## src/rtl/os_cmd_collector_if.sv

```systemverilog
// Command-collector bus: serial valid-qualified fields in on the shared D bus,
// one assembled command out through a valid/ready handshake.
interface os_cmd_collector_if;
  logic        id_valid;
  logic        act_valid;
  logic        item_valid;
  logic        num_valid;
  logic        amnt_valid;
  logic [15:0] D;
  logic        cmd_ready;
  logic        cmd_valid;
  logic [3:0]  cmd_act;
  logic [7:0]  cmd_user;
  logic        cmd_new_user;
  logic [7:0]  cmd_seller;
  logic [1:0]  cmd_item;
  logic [5:0]  cmd_num;
  logic [15:0] cmd_amnt;
  logic        cmd_chk_stk;
  logic        proto_err;

  modport master (
    output id_valid, act_valid, item_valid, num_valid, amnt_valid, D, cmd_ready,
    input  cmd_valid, cmd_act, cmd_user, cmd_new_user, cmd_seller, cmd_item,
           cmd_num, cmd_amnt, cmd_chk_stk, proto_err
  );

  modport slave (
    input  id_valid, act_valid, item_valid, num_valid, amnt_valid, D, cmd_ready,
    output cmd_valid, cmd_act, cmd_user, cmd_new_user, cmd_seller, cmd_item,
           cmd_num, cmd_amnt, cmd_chk_stk, proto_err
  );
endinterface

```

## src/rtl/os_cmd_collector.sv

```systemverilog
// Online-shopping front end: gathers serial fields from the D bus into one
// command and offers it downstream with a valid/ready handshake.
module os_cmd_collector #(
  parameter int unsigned CHK_WAIT = 6
) (
  input  logic                clk,
  input  logic                rst,
  os_cmd_collector_if.slave   bus
);

  localparam int unsigned CNT_W = (CHK_WAIT > 2) ? $clog2(CHK_WAIT) : 1;

  localparam logic [3:0] ACT_BUY = 4'd1;
  localparam logic [3:0] ACT_CHK = 4'd2;
  localparam logic [3:0] ACT_DEP = 4'd4;
  localparam logic [3:0] ACT_RET = 4'd8;

  typedef enum logic [2:0] {
    S_IDLE,
    S_ITEM,
    S_NUM,
    S_SELLER,
    S_AMNT,
    S_CHK_WAIT,
    S_OUT
  } state_e;

  state_e           state_q, state_d;
  logic [CNT_W-1:0] cnt_q, cnt_d;
  logic [7:0]       user_q, user_d;
  logic             user_set_q, user_set_d;
  logic             new_user_q, new_user_d;
  logic [3:0]       act_q, act_d;
  logic [7:0]       seller_q, seller_d;
  logic [1:0]       item_q, item_d;
  logic [5:0]       num_q, num_d;
  logic [15:0]      amnt_q, amnt_d;
  logic             chk_stk_q, chk_stk_d;
  logic             valid_q, valid_d;
  logic             proto_err_q, proto_err_d;

  logic [2:0]       n_valid;
  logic             multi_valid;
  logic             any_valid;
  logic             act_code_ok;
  logic             chk_expire;
  logic [3:0]       act_in;

  // Input qualification shared by every state.
  always_comb begin
    n_valid     = 3'(bus.id_valid) + 3'(bus.act_valid) + 3'(bus.item_valid)
                + 3'(bus.num_valid) + 3'(bus.amnt_valid);
    multi_valid = (n_valid > 3'd1);
    any_valid   = (n_valid != 3'd0);
    act_in      = bus.D[3:0];
    act_code_ok = (act_in == ACT_BUY) || (act_in == ACT_CHK) ||
                  (act_in == ACT_DEP) || (act_in == ACT_RET);
    // Counter is about to reach CHK_WAIT-1: leave so cmd_valid lands CHK_WAIT cycles after act.
    chk_expire  = ((32'(cnt_q) + 32'd1) >= (CHK_WAIT - 32'd1));
  end

  always_comb begin
    state_d     = state_q;
    cnt_d       = cnt_q;
    user_d      = user_q;
    user_set_d  = user_set_q;
    new_user_d  = new_user_q;
    act_d       = act_q;
    seller_d    = seller_q;
    item_d      = item_q;
    num_d       = num_q;
    amnt_d      = amnt_q;
    chk_stk_d   = chk_stk_q;
    proto_err_d = 1'b0;

    unique case (state_q)
      S_IDLE: begin
        if (multi_valid) begin
          proto_err_d = 1'b1;
        end else if (bus.id_valid) begin
          user_d     = bus.D[7:0];
          user_set_d = 1'b1;
          new_user_d = 1'b1;
        end else if (bus.act_valid) begin
          if (!user_set_q || !act_code_ok) begin
            proto_err_d = 1'b1;
          end else begin
            act_d = act_in;
            unique case (act_in)
              ACT_DEP: state_d = S_AMNT;
              ACT_CHK: begin
                state_d = S_CHK_WAIT;
                cnt_d   = '0;
              end
              default: state_d = S_ITEM;
            endcase
          end
        end else if (any_valid) begin
          proto_err_d = 1'b1;
        end
      end

      S_ITEM: begin
        if (bus.item_valid && !multi_valid) begin
          item_d  = bus.D[1:0];
          state_d = S_NUM;
        end else if (any_valid) begin
          proto_err_d = 1'b1;
        end
      end

      S_NUM: begin
        if (bus.num_valid && !multi_valid) begin
          num_d   = bus.D[5:0];
          state_d = S_SELLER;
        end else if (any_valid) begin
          proto_err_d = 1'b1;
        end
      end

      S_SELLER: begin
        if (bus.id_valid && !multi_valid) begin
          seller_d = bus.D[7:0];
          state_d  = S_OUT;
        end else if (any_valid) begin
          proto_err_d = 1'b1;
        end
      end

      S_AMNT: begin
        if (bus.amnt_valid && !multi_valid) begin
          amnt_d  = bus.D;
          state_d = S_OUT;
        end else if (any_valid) begin
          proto_err_d = 1'b1;
        end
      end

      // A dropped stray valid does not stop the check timeout from running.
      S_CHK_WAIT: begin
        if (bus.id_valid && !multi_valid) begin
          seller_d  = bus.D[7:0];
          chk_stk_d = 1'b1;
          state_d   = S_OUT;
        end else begin
          proto_err_d = any_valid;
          if (chk_expire) begin
            chk_stk_d = 1'b0;
            state_d   = S_OUT;
          end else begin
            cnt_d = cnt_q + CNT_W'(1);
          end
        end
      end

      S_OUT: begin
        proto_err_d = any_valid;
        if (bus.cmd_ready) begin
          new_user_d = 1'b0;
          act_d      = '0;
          seller_d   = '0;
          item_d     = '0;
          num_d      = '0;
          amnt_d     = '0;
          chk_stk_d  = 1'b0;
          cnt_d      = '0;
          state_d    = S_IDLE;
        end
      end

      default: state_d = S_IDLE;
    endcase

    valid_d = (state_d == S_OUT);
  end

  always_ff @(posedge clk or posedge rst) begin
    if (rst) begin
      state_q     <= S_IDLE;
      cnt_q       <= '0;
      user_q      <= '0;
      user_set_q  <= 1'b0;
      new_user_q  <= 1'b0;
      act_q       <= '0;
      seller_q    <= '0;
      item_q      <= '0;
      num_q       <= '0;
      amnt_q      <= '0;
      chk_stk_q   <= 1'b0;
      valid_q     <= 1'b0;
      proto_err_q <= 1'b0;
    end else begin
      state_q     <= state_d;
      cnt_q       <= cnt_d;
      user_q      <= user_d;
      user_set_q  <= user_set_d;
      new_user_q  <= new_user_d;
      act_q       <= act_d;
      seller_q    <= seller_d;
      item_q      <= item_d;
      num_q       <= num_d;
      amnt_q      <= amnt_d;
      chk_stk_q   <= chk_stk_d;
      valid_q     <= valid_d;
      proto_err_q <= proto_err_d;
    end
  end

  assign bus.cmd_valid    = valid_q;
  assign bus.cmd_act      = act_q;
  assign bus.cmd_user     = user_q;
  assign bus.cmd_new_user = new_user_q;
  assign bus.cmd_seller   = seller_q;
  assign bus.cmd_item     = item_q;
  assign bus.cmd_num      = num_q;
  assign bus.cmd_amnt     = amnt_q;
  assign bus.cmd_chk_stk  = chk_stk_q;
  assign bus.proto_err    = proto_err_q;

endmodule

```

## src/flat_wrapper.sv

```systemverilog
// flat-port wrapper written by rule: the top's interface ports become plain ports
module os_cmd_collector_flat 
#(
  parameter int unsigned CHK_WAIT = 6
)
  (clk, rst, bus_id_valid, bus_act_valid, bus_item_valid, bus_num_valid, bus_amnt_valid, bus_D, bus_cmd_ready, bus_cmd_valid, bus_cmd_act, bus_cmd_user, bus_cmd_new_user, bus_cmd_seller, bus_cmd_item, bus_cmd_num, bus_cmd_amnt, bus_cmd_chk_stk, bus_proto_err);
  os_cmd_collector_if bus_i ();
  input  logic clk;
  input  logic rst;
  input wire logic [$bits(bus_i.id_valid)-1:0] bus_id_valid;
  input wire logic [$bits(bus_i.act_valid)-1:0] bus_act_valid;
  input wire logic [$bits(bus_i.item_valid)-1:0] bus_item_valid;
  input wire logic [$bits(bus_i.num_valid)-1:0] bus_num_valid;
  input wire logic [$bits(bus_i.amnt_valid)-1:0] bus_amnt_valid;
  input wire logic [$bits(bus_i.D)-1:0] bus_D;
  input wire logic [$bits(bus_i.cmd_ready)-1:0] bus_cmd_ready;
  output wire logic [$bits(bus_i.cmd_valid)-1:0] bus_cmd_valid;
  output wire logic [$bits(bus_i.cmd_act)-1:0] bus_cmd_act;
  output wire logic [$bits(bus_i.cmd_user)-1:0] bus_cmd_user;
  output wire logic [$bits(bus_i.cmd_new_user)-1:0] bus_cmd_new_user;
  output wire logic [$bits(bus_i.cmd_seller)-1:0] bus_cmd_seller;
  output wire logic [$bits(bus_i.cmd_item)-1:0] bus_cmd_item;
  output wire logic [$bits(bus_i.cmd_num)-1:0] bus_cmd_num;
  output wire logic [$bits(bus_i.cmd_amnt)-1:0] bus_cmd_amnt;
  output wire logic [$bits(bus_i.cmd_chk_stk)-1:0] bus_cmd_chk_stk;
  output wire logic [$bits(bus_i.proto_err)-1:0] bus_proto_err;
  assign bus_i.id_valid = bus_id_valid;
  assign bus_i.act_valid = bus_act_valid;
  assign bus_i.item_valid = bus_item_valid;
  assign bus_i.num_valid = bus_num_valid;
  assign bus_i.amnt_valid = bus_amnt_valid;
  assign bus_i.D = bus_D;
  assign bus_i.cmd_ready = bus_cmd_ready;
  assign bus_cmd_valid = bus_i.cmd_valid;
  assign bus_cmd_act = bus_i.cmd_act;
  assign bus_cmd_user = bus_i.cmd_user;
  assign bus_cmd_new_user = bus_i.cmd_new_user;
  assign bus_cmd_seller = bus_i.cmd_seller;
  assign bus_cmd_item = bus_i.cmd_item;
  assign bus_cmd_num = bus_i.cmd_num;
  assign bus_cmd_amnt = bus_i.cmd_amnt;
  assign bus_cmd_chk_stk = bus_i.cmd_chk_stk;
  assign bus_proto_err = bus_i.proto_err;
  os_cmd_collector #(.CHK_WAIT(CHK_WAIT)) u_core (.clk(clk), .rst(rst), .bus(bus_i));
endmodule
```

## config.mk

```make
export PLATFORM = sky130hd
export DESIGN_NAME = os_cmd_collector_flat
export DESIGN_NICKNAME = d
export VERILOG_FILES = /design/src/rtl/os_cmd_collector_if.sv /design/src/rtl/os_cmd_collector.sv /design/src/flat_wrapper.sv
export SDC_FILE = /design/constraint.sdc
export NUM_CORES = 1
export LEC_CHECK = 0
export ABC_CLOCK_PERIOD_IN_PS = 3300
export CAP_MARGIN = 20
export CORE_MARGIN = 4
export CORE_UTILIZATION = 52
export DETAILED_ROUTE_END_ITERATION = 6
export GPL_TIMING_DRIVEN = 0
export PLACE_DENSITY = 0.91
export SETUP_SLACK_MARGIN = 0.05
export SKIP_LAST_GASP = 1
export SYNTH_ARGS = -nofsm -noshare
export SYNTH_HDL_FRONTEND = slang
export SYNTH_SLANG_ARGS = --single-unit
```

## constraint.sdc

```tcl
create_clock -name clk -period 3.3 [get_ports clk]
set_clock_uncertainty 0.2 [all_clocks]
set_input_delay 0.495 -clock clk [delete_from_list [all_inputs] [get_ports clk]]
set_output_delay 0.495 -clock clk [all_outputs]
set_load 0.1 [all_outputs]
```

==> results <==
[layer usage]
layer  global-route usage  vias to the layer above  wire (um)  share of wire
li1                     -                     1088          -              -
met1                0.295                     1147       2920           0.41
met2                0.401                      115       3670           0.51
met3               0.0643                        6        548          0.076
met4               0.0541                        0         48         0.0067
met5                    0                        -          0              0
[flip-flops by register name, indices dropped and copies added (netlist names)]
| signal | count |
|---|---|
| u_core.bus.cmd_item | 2 |
| u_core.bus.cmd_new_user | 1 |
| u_core.bus.cmd_seller | 8 |
| u_core.bus.cmd_chk_stk | 1 |
| u_core.user_set_q | 1 |
| u_core.bus.cmd_user | 8 |
| u_core.bus.cmd_amnt | 16 |
| u_core.state_q | 3 |
| u_core.bus.proto_err | 1 |
| u_core.bus.cmd_act | 4 |
| u_core.bus.cmd_num | 6 |
| u_core.bus.cmd_valid | 1 |
| u_core.cnt_q | 3 |
[cells in the final DEF (no fill, tap or decap), types with 3 or more instances in the layout]
| cell type | n |
|---|---|
| nor2_1 | 11 |
| clkbuf_2 | 4 |
| clkdlybuf4s50_1 | 64 |
| o21ai_0 | 32 |
| buf_6 | 6 |
| nand2_1 | 42 |
| a22o_1 | 7 |
| buf_4 | 6 |
| clkbuf_8 | 6 |
| xor2_1 | 3 |
| nand3_1 | 29 |
| buf_2 | 5 |
| dfrtp_1 | 55 |
| inv_1 | 17 |
| a21oi_1 | 3 |
[what timing repair did]
item	4_1_cts	5_1_grt
pin swaps	8	7
setup buffers	4	2
gates resized for setup	25	14
endpoints found under the setup margin	55	5
hold endpoints to repair	0	0
[synthesized netlist by cell type, types with 2 or more instances]
cell type and count:
inv_1 19, buf_2 5, nand2_1 43, a21oi_1 3, nor2_1 11, nand3_1 30
buf_6 3, nor2b_1 2, and2_1 2, buf_4 2, a31oi_1 2, ha_1 4
a22o_1 7, dfrtp_1 55, clkbuf_1 6, nor4b_4 2, a22o_2 2, o21ai_0 32
o21ai_1 3, mux2i_1 2, and3_1 2, nor3_4 2, xor2_1 3, fa_1 2
[metrics by stage]
stage | instance area, sq um | setup WS, ns
finish | 3710 | 0.0452
global placement | 3450 | -0.715
global route | 3710 | -0.0150
CTS | 3670 | 0.128
detailed placement | 3470 | -0.779
floorplan | 2680 | 0.0210
[cell type report]
| class | count | area [sq um] | share of cell area |
|---|---|---|---|
| timing repair buffer | 75 | 759 | 0.205 |
| sequential | 55 | 1380 | 0.371 |
| clock inverter | 2 | 35.0 | 0.00943 |
| inverter | 19 | 71.3 | 0.0192 |
| tap | 67 | 83.8 | 0.0226 |
| buffer | 15 | 96.3 | 0.0259 |
| multi-input combinational | 179 | 1210 | 0.325 |
| clock buffer | 6 | 82.6 | 0.0222 |
[kinds of logic (layout without fill, tap and decap cells)]
logic type,count (synthesis),count (layout)
xor gates and xnor gates,3,3
DFF,55,55
muxes,3,3
adders and majority gates,6,6
and+or+nand+nor,106,106
AOI/OAI and AO/OA,61,61
buffers and inverters,36,117
[critical path: stages]
cell     delay, ns
buf_6         0.11
ha_4          0.26
inv_1         0.04
fa_1          0.43
inv_1         0.07
ha_2          0.16
inv_2         0.04
fa_1          0.60
and2_4        0.23
buf_12        0.11
nand3_4       0.11
o21ai_4       0.20
nand4_4       0.11
mux2_2        0.28
[worst min path at each step]
stage,from,to,depth (start not counted)
5_1_grt,rst,u_core.bus.cmd_amnt[14]$_DFFE_PP0P_,2
3_3_place_gp,u_core.bus.cmd_user[7]$_DFFE_PP0P_,u_core.bus.cmd_user[7]$_DFFE_PP0P_,2
3_5_place_dp,u_core.user_set_q$_DFFE_PP0P_,u_core.user_set_q$_DFFE_PP0P_,1
2_1_floorplan,u_core.user_set_q$_DFFE_PP0P_,u_core.user_set_q$_DFFE_PP0P_,1
4_1_cts,bus_D[1],u_core.bus.cmd_act[1]$_DFFE_PP0P_,3
6_report,rst,u_core.bus.cmd_amnt[11]$_DFFE_PP0P_,2
==> metrics.txt <==
status=finished clean; CP endpoint=u_core.cnt_q[0]$_DFFE_PP0P_; Tightest Pin Transition=0.999 ns; Initial Util=0.553; Seq/Total Area, Yosys=0.513; Die W=79.8 um; synthesized area per cell=9.93 sq um; post-route insts no fill=418; GRT Util Overall=0.234; Worst slew margin=0.332; Startpoint Class=input pin; Post-DP HPWL=around 5.0 mm; Max Buffers Root-to-Sink=2; unrepaired setup endpoints after global routing=yes; Worst Reg2Reg Path Length in Cells=7; compound-gate portion of the synthesized area=0.147; die area=~0.0064 sq mm; final RePlAce weighted congestion=0.879; FFs w/ async S/R, synth=1.00; R2R Path End=u_core.bus.proto_err$_DFF_PP0_; Final Cycle Share=0.986; largest family of logic cells by synthesized area=simple AND/OR/NAND/NOR gates; top_reg_cell synth=dfrtp_1; Max Fclk=a little over 300 MHz; Antenna Cells=0; critical path fanouts, max=7; count of final max-slew check failures=0; leading area contributor after synthesis=dfrtp_1; Yosys top cell area share=0.513; #FFs+latches synth=55; Final ANT Viol Nets=0; DR iter-0 viols=183; CTS sink cnt=55; # DRC=0; Mapped Nets=300; layout cells sized above 1=0.162; Post-Synth Adder-Cell Area=0.0336; CTS buffer count=5; Initial DRT Pass Iterations=4; Mapped Area=0.00268 sq mm; clk_lat worst skew=0.31 ns; Synth Area in Simple Gates=0.220; Unique masters post-synth=50; Core Util, Final=0.766; Post-CTS Hold Fix Bufs=0; CTS root buf=clkbuf_8; synth warn=0; placed cells=just over 400; Die H=79.8 um; number of global-route vias before repair=2400; placement row count=25; clock-pin slew on the worst setup and hold paths=around 0.09 ns; CP Capture Type=register; reg-to-reg startpoint=u_core.state_q[2]$_DFF_PP0_; Crit. Startpoint=bus_id_valid; kind of critical path=input pin to register; flop-to-flop setup slack=1.29 ns; IO Count=72; Core ar.=0.00485 sq mm; Cells after Synth=270; htree depth=2; PortBufs=68; CTS tree=built; largest net degree at the start of global routing=42; Critical Path RT=3.29 ns; Setup Total Neg Slack=0 ns; Layout area overhead=38.5%; via count=between 2000 and 2500; Avg WL per Cell=17.2 um; Tmin final=3.25 ns; EDFF count, synth=0; Final Setup Violations=0; XOR/XNOR share of the synthesized area=0.00980; layout net count=380; initial antenna violation count=0; Min Hold Slack=0.263 ns; worst hold-check path type=input pin to async pin; Routed WL=7.18 mm; Fin. Hold Viols=0; first-pass GRT wire length=around 12 mm; post-synthesis mux area share=0.0117; fillcell total=325; WP data arrival=~3.3 ns; Vias per Instance=5.64; grt ovf=0; maxcap violations=0; top cells by area, synth=dfrtp_1 51%, nand2_1 6.0%, o21ai_0 6.0%
Power of run 1 is left out: the tool's default activity adds up to more than one toggle a clock period on the data nets, which glitch-free logic cannot reach.
